[config.mk]
export PLATFORM = sky130hd
export DESIGN_NAME = stream_mux_arb
export DESIGN_NICKNAME = d
export VERILOG_FILES = /design/src/rtl/stream_mux_pkg.sv /design/src/rtl/mux_rr_arbiter.sv /design/src/rtl/stream_mux_arb.sv
export SDC_FILE = /design/constraint.sdc
export NUM_CORES = 1
export LEC_CHECK = 0
export CORE_MARGIN = 4
export CORE_UTILIZATION = 35
export CTS_BUF_LIST = sky130_fd_sc_hd__clkbuf_4
export CTS_CLUSTER_SIZE = 10
export DETAILED_ROUTE_END_ITERATION = 12
export GPL_TIMING_DRIVEN = 0
export PLACE_DENSITY_LB_ADDON = 0.05
export SYNTH_ARGS = -nofsm -noshare
export SYNTH_HDL_FRONTEND = slang
export SYNTH_SLANG_ARGS = --single-unit
export TNS_END_PERCENT = 10
[constraint.sdc]
create_clock -name clk -period 4.2 [get_ports clk]
set_clock_uncertainty 0.1 [all_clocks]
set_input_delay 0.63 -clock clk [delete_from_list [all_inputs] [get_ports clk]]
set_output_delay 0.63 -clock clk [all_outputs]
set_load 0.005 [all_outputs]
[src/rtl/stream_mux_pkg.sv]
// rtl/stream_mux_pkg.sv - shared types and round-robin search for stream_mux_arb
package stream_mux_pkg;

   typedef enum logic {
      MODE_SEL = 1'b0,
      MODE_RR  = 1'b1
   } mode_e;

   localparam int MAX_CH    = 16;
   localparam int MAX_SEL_W = 4;

   typedef struct packed {
      logic                 found;
      logic [MAX_SEL_W-1:0] idx;
   } rr_pick_t;

   // First valid channel strictly after ptr, wrapping at num_ch.
   function automatic rr_pick_t rr_pick(input logic [MAX_CH-1:0]    valid,
                                        input logic [MAX_SEL_W-1:0] ptr,
                                        input int                   num_ch);
      rr_pick_t           res;
      logic [MAX_SEL_W:0] c;
      res = '0;
      for (int k = 1; k <= MAX_CH; k++) begin
         c = {1'b0, ptr} + (MAX_SEL_W+1)'(k);
         if (c >= (MAX_SEL_W+1)'(num_ch))
            c = c - (MAX_SEL_W+1)'(num_ch);
         if (k <= num_ch && !res.found && valid[c[MAX_SEL_W-1:0]]) begin
            res.found = 1'b1;
            res.idx   = c[MAX_SEL_W-1:0];
         end
      end
      return res;
   endfunction

endpackage

[src/rtl/mux_rr_arbiter.sv]
// rtl/mux_rr_arbiter.sv - round-robin pointer and grant search for stream_mux_arb
module mux_rr_arbiter
   import stream_mux_pkg::*;
#(
   parameter int NUM_CH = 4,
   parameter int SEL_W  = $clog2(NUM_CH)
) (
   input  logic              clk,
   input  logic              rst,
   input  logic [NUM_CH-1:0] in_valid,
   input  logic              advance,
   input  logic [SEL_W-1:0]  advance_idx,
   output logic              grant_vld,
   output logic [SEL_W-1:0]  grant_idx
);

   logic [SEL_W-1:0] rr_ptr;
   rr_pick_t         pick;

   always_comb begin
      pick      = rr_pick(MAX_CH'(in_valid), MAX_SEL_W'(rr_ptr), NUM_CH);
      grant_vld = pick.found;
      grant_idx = SEL_W'(pick.idx);
   end

   // Pointer resets to the last channel so channel 0 wins first.
   always_ff @(posedge clk) begin
      if (rst)
         rr_ptr <= SEL_W'(NUM_CH - 1);
      else if (advance)
         rr_ptr <= advance_idx;
   end

endmodule

[src/rtl/stream_mux_arb.sv]
// rtl/stream_mux_arb.sv - N-channel stream mux with explicit or round-robin select and one output register
module stream_mux_arb
   import stream_mux_pkg::*;
#(
   parameter  int NUM_CH = 4,
   parameter  int DATA_W = 8,
   parameter  int MODE   = 0,
   localparam int SEL_W  = $clog2(NUM_CH)
) (
   input  logic                     clk,
   input  logic                     rst,
   input  logic [NUM_CH*DATA_W-1:0] in_data,
   input  logic [NUM_CH-1:0]        in_valid,
   output logic [NUM_CH-1:0]        in_ready,
   input  logic [SEL_W-1:0]         sel,
   output logic [DATA_W-1:0]        out_data,
   output logic                     out_valid,
   input  logic                     out_ready,
   output logic [SEL_W-1:0]         out_ch
);

   logic              load_en;
   logic              grant_vld;
   logic [SEL_W-1:0]  grant_idx;
   logic [DATA_W-1:0] grant_data;
   logic              xfer;

   assign load_en = !out_valid || out_ready;

   if (MODE == int'(MODE_RR)) begin : g_rr
      mux_rr_arbiter #(.NUM_CH(NUM_CH), .SEL_W(SEL_W)) u_arb (
         .clk         (clk),
         .rst         (rst),
         .in_valid    (in_valid),
         .advance     (xfer),
         .advance_idx (grant_idx),
         .grant_vld   (grant_vld),
         .grant_idx   (grant_idx)
      );
   end else begin : g_sel
      // sel can exceed NUM_CH-1 when NUM_CH is not a power of two.
      assign grant_vld = (int'(sel) < NUM_CH) && in_valid[sel];
      assign grant_idx = sel;
   end

   always_comb begin
      grant_data = '0;
      in_ready   = '0;
      for (int i = 0; i < NUM_CH; i++) begin
         if (grant_idx == SEL_W'(i)) begin
            grant_data  = in_data[i*DATA_W +: DATA_W];
            in_ready[i] = !rst && load_en && grant_vld;
         end
      end
   end

   assign xfer = |(in_valid & in_ready);

   always_ff @(posedge clk) begin
      if (rst) begin
         out_valid <= 1'b0;
         out_data  <= '0;
         out_ch    <= '0;
      end else if (load_en) begin
         out_valid <= grant_vld;
         if (grant_vld) begin
            out_data <= grant_data;
            out_ch   <= grant_idx;
         end
      end
   end

   a_onehot_ready: assert property (@(posedge clk) disable iff (rst) $onehot0(in_ready))
      else $error("%m: a_onehot_ready violated at %0t", $time);

   a_stall_stable: assert property (@(posedge clk) disable iff (rst)
      out_valid && !out_ready |=> $stable(out_data) && $stable(out_ch) && out_valid)
      else $error("%m: a_stall_stable violated at %0t", $time);

   a_data_match: assert property (@(posedge clk) disable iff (rst)
      xfer |=> out_data == $past(grant_data) && out_ch == $past(grant_idx))
      else $error("%m: a_data_match violated at %0t", $time);

   a_ch_range: assert property (@(posedge clk) disable iff (rst) out_valid |-> int'(out_ch) < NUM_CH)
      else $error("%m: a_ch_range violated at %0t", $time);

   if (MODE == int'(MODE_RR)) begin : g_fair
      for (genvar i = 0; i < NUM_CH; i++) begin : g_ch
         // Transfers to other channels while channel i waits with valid held.
         logic [SEL_W:0] wait_cnt;
         always_ff @(posedge clk) begin
            if (rst || !in_valid[i] || in_ready[i])
               wait_cnt <= '0;
            else if (xfer)
               wait_cnt <= wait_cnt + (SEL_W+1)'(1);
         end
         a_rr_fair: assert property (@(posedge clk) disable iff (rst) int'(wait_cnt) < NUM_CH)
            else $error("%m: a_rr_fair violated at %0t", $time);
      end
   end

endmodule
==> impl_metrics.csv <==
group,metric,value,unit
sta,finalHoldViolCount,0,
floorplanning,die_y,53.9,um
routing,top_layer,"met3",
outcome,status,"finished, final reports clean",
sta,rsz0062_at_grt,"false",
clock_network,root_buffer,"clkbuf_4",
critical_path,worst-path-max-fanout,10,
floorplanning,start_util,37.2,%
sta,slew_viol_final,0,
yosys,syn_avg_cell_area,10.2,um2
floorplanning,row_count,16,
pwr,power_density,229,nW/um2
cells_and_area,finalNonFillerCells,156,
sta,final.min_clock_period,3.19,ns
critical_path,arrival,2.46,ns
sta,setup_viol,0,
grt,grt_pass1_wl,3320,um
critical_path,start_kind,"input port",
floorplanning,dieArea,2900,um2
cells_and_area,fin_area,1330,um2
clock_network,clk_path_buf_depth,2,
yosys,syn-num-nets,113,
yosys,yosys_warnings,0,
placed_design,hpwlAfterDp,1700,um
routing,met3_length,163,um
cells_and_area,antenna_cells,0,
clock_network,clkLatencyLatePin,0.27,ns
placed_design,port-buffer-count,53,
critical_path,critPathCaptureType,"output port",
clock_network,tritoncts,"built",
critical_path,slowest_delay,0.53,ns
routing,ant_nets,0,
floorplanning,fp.dieW,53.9,um
yosys,post-synth-top-area-cell,"dfxtp_1",
placed_design,dp_slack,1.00,ns
yosys,yosysUniqueCellTypes,24,
sta,whs,0.363,ns
cells_and_area,final_common_cell,"clkdlybuf4s50_1",
routing,drt_iter0_drc,6,
yosys,synthCells,72,
sta,fin_crit_sh,76.0,%
pwr,cellLeakagePower,0.477,nW
routing,wire_per_inst,13.4,um
placed_design,gp_congestion,0.784,
sta,timing.final.ws_setup,1.01,ns
routing,vias,802,
clock_network,cts_setup_buffers,0,
routing,route.met2.wl,1130,um
clock_network,ctsResizeCount,0,
sta,maxSlewHeadroom,62.3,%
floorplanning,coreArea,1980,um2
sta,fmax,313,MHz
pwr,vdd_drop_max,0.193,mV
yosys,ys_seq_area_share,29.9,%
routing,drc,0,
critical_path,crit_type,"input port to output port",
clock_network,clk_pin_slew,0.07,ns
cells_and_area,layout_common_cells,"clkdlybuf4s50_1 (53), a21oi_1 (11), dfxtp_1 (11)",
clock_network,cts_sinks,11,
clock_network,cts_buffers,3,
placed_design,place_area,1300,um2
sta,final.setup.tns,0,ns
grt,grtUsageTotal,16.0,%
clock_network,cts_hold_buf,0,
critical_path,slowest_stage,"clkdlybuf4s50_1",
pwr,power.total,0.305,mW
floorplanning,io_pins,56,
cells_and_area,syn_to_final_growth,80.6,%
run,maxCapViolCount,0,
critical_path,cp.required,3.47,ns
sta,worst_pin_slew,0.563,ns
yosys,synth_top_area_share,29.9,%
routing,wirelength,2090,um
yosys,synth_seq_cells,11,
min_path,hold_class,"flip-flop to flip-flop",
grt,grt_pass1_vias,795,
routing,wl_met1,790,um
cells_and_area,drive_above_1_share,18.6,%
cells_and_area,final_nets,171,
grt,antenna_found_initial,0,
grt,grt_max_degree,11,
clock_network,cts_max_level,1,
yosys,synth_area,737,um2
critical_path,crit_chain,"clkdlybuf4s50_1, mux2i_1, or3_4, buf_6, nor4b_4, clkdlybuf4s50_1",
placed_design,dp.cells,152,
cells_and_area,fin_util,67.2,%
grt,grt_overflow_total,0,
routing,vias_per_cell,5.14,
routing,first_pass_iters,4,
yosys,ys_top_cells_by_area,"dfxtp_1 (30%), mux4_2 (24%), a21oi_1 (7.5%)",
critical_path,crit_top_cell,"clkdlybuf4s50_1",
## area by class of cell
class	count	area (um2)
multi-input cells	52	459
clock buffers	4	30.0
well taps	27	33.8
fillers	165	651
repair buffers	53	531
plain buffers	8	53.8
inverters	1	3.75
flip-flops and latches	11	220
## per-layer routing
layer	vias to the layer above	track usage (%)
met4	0	2.55
met2	29	30.8
met3	0	5.54
met5	-	0
met1	379	16.6
li1	394	-
## report_power, final
group          internal (mW)  leakage, nW  switching (mW)
clock                 0.0432       0.0184          0.0349
sequential             0.113       0.0906         0.00415
combinational         0.0734        0.368          0.0367
## cells in the mapped netlist
cell,instances
mux2_4,1
nor4b_4,1
clkbuf_1,1
nand2_1,1
or3_4,1
o21ai_1,4
buf_4,1
a21oi_1,11
nand3_1,10
inv_1,1
nor4b_1,1
mux2i_1,1
and3_1,1
o21ai_0,6
nand2b_1,1
nor2b_1,1
dfxtp_1,11
nor3_2,1
mux4_2,8
buf_6,2
nor4_2,1
nor4_1,1
nor2_1,1
buf_2,4
## worst max-delay path: cells and delay by family
kind | cells | cell delay (ns)
mux | 1 | 0.12
simple gates | 2 | 0.56
buf+inv | 3 | 1.14
## cells by family after synthesis
| kind of cell | share of synthesized area, % |
|---|---|
| multiplexers | 27.8 |
| buffers and inverters | 7.81 |
| AO/OA/AOI/OAI | 14.3 |
| flip-flops | 29.9 |
| AND/OR/NAND/NOR | 20.2 |
## path summary, 6_finish.rpt
check	from	endpoint	cells after the start	slack, ns
worst max-delay path	in_valid[2]	in_ready[2]	6	1.01
worst min-delay path	out_data[6]$_SDFFE_PP0P_	out_data[6]$_SDFFE_PP0P_	2	0.36
worst max register to register	out_valid$_SDFFE_PP0P_	out_data[4]$_SDFFE_PP0P_	4	2.73
worst min register to register	out_data[6]$_SDFFE_PP0P_	out_data[6]$_SDFFE_PP0P_	2	0.36
## sequential cells by signal, indices dropped and copies added, names as in the netlist
| signal | count |
|---|---|
| out_data | 8 |
| out_ch | 2 |
| out_valid | 1 |
Note: power is estimated with default switching activity, not from simulation.
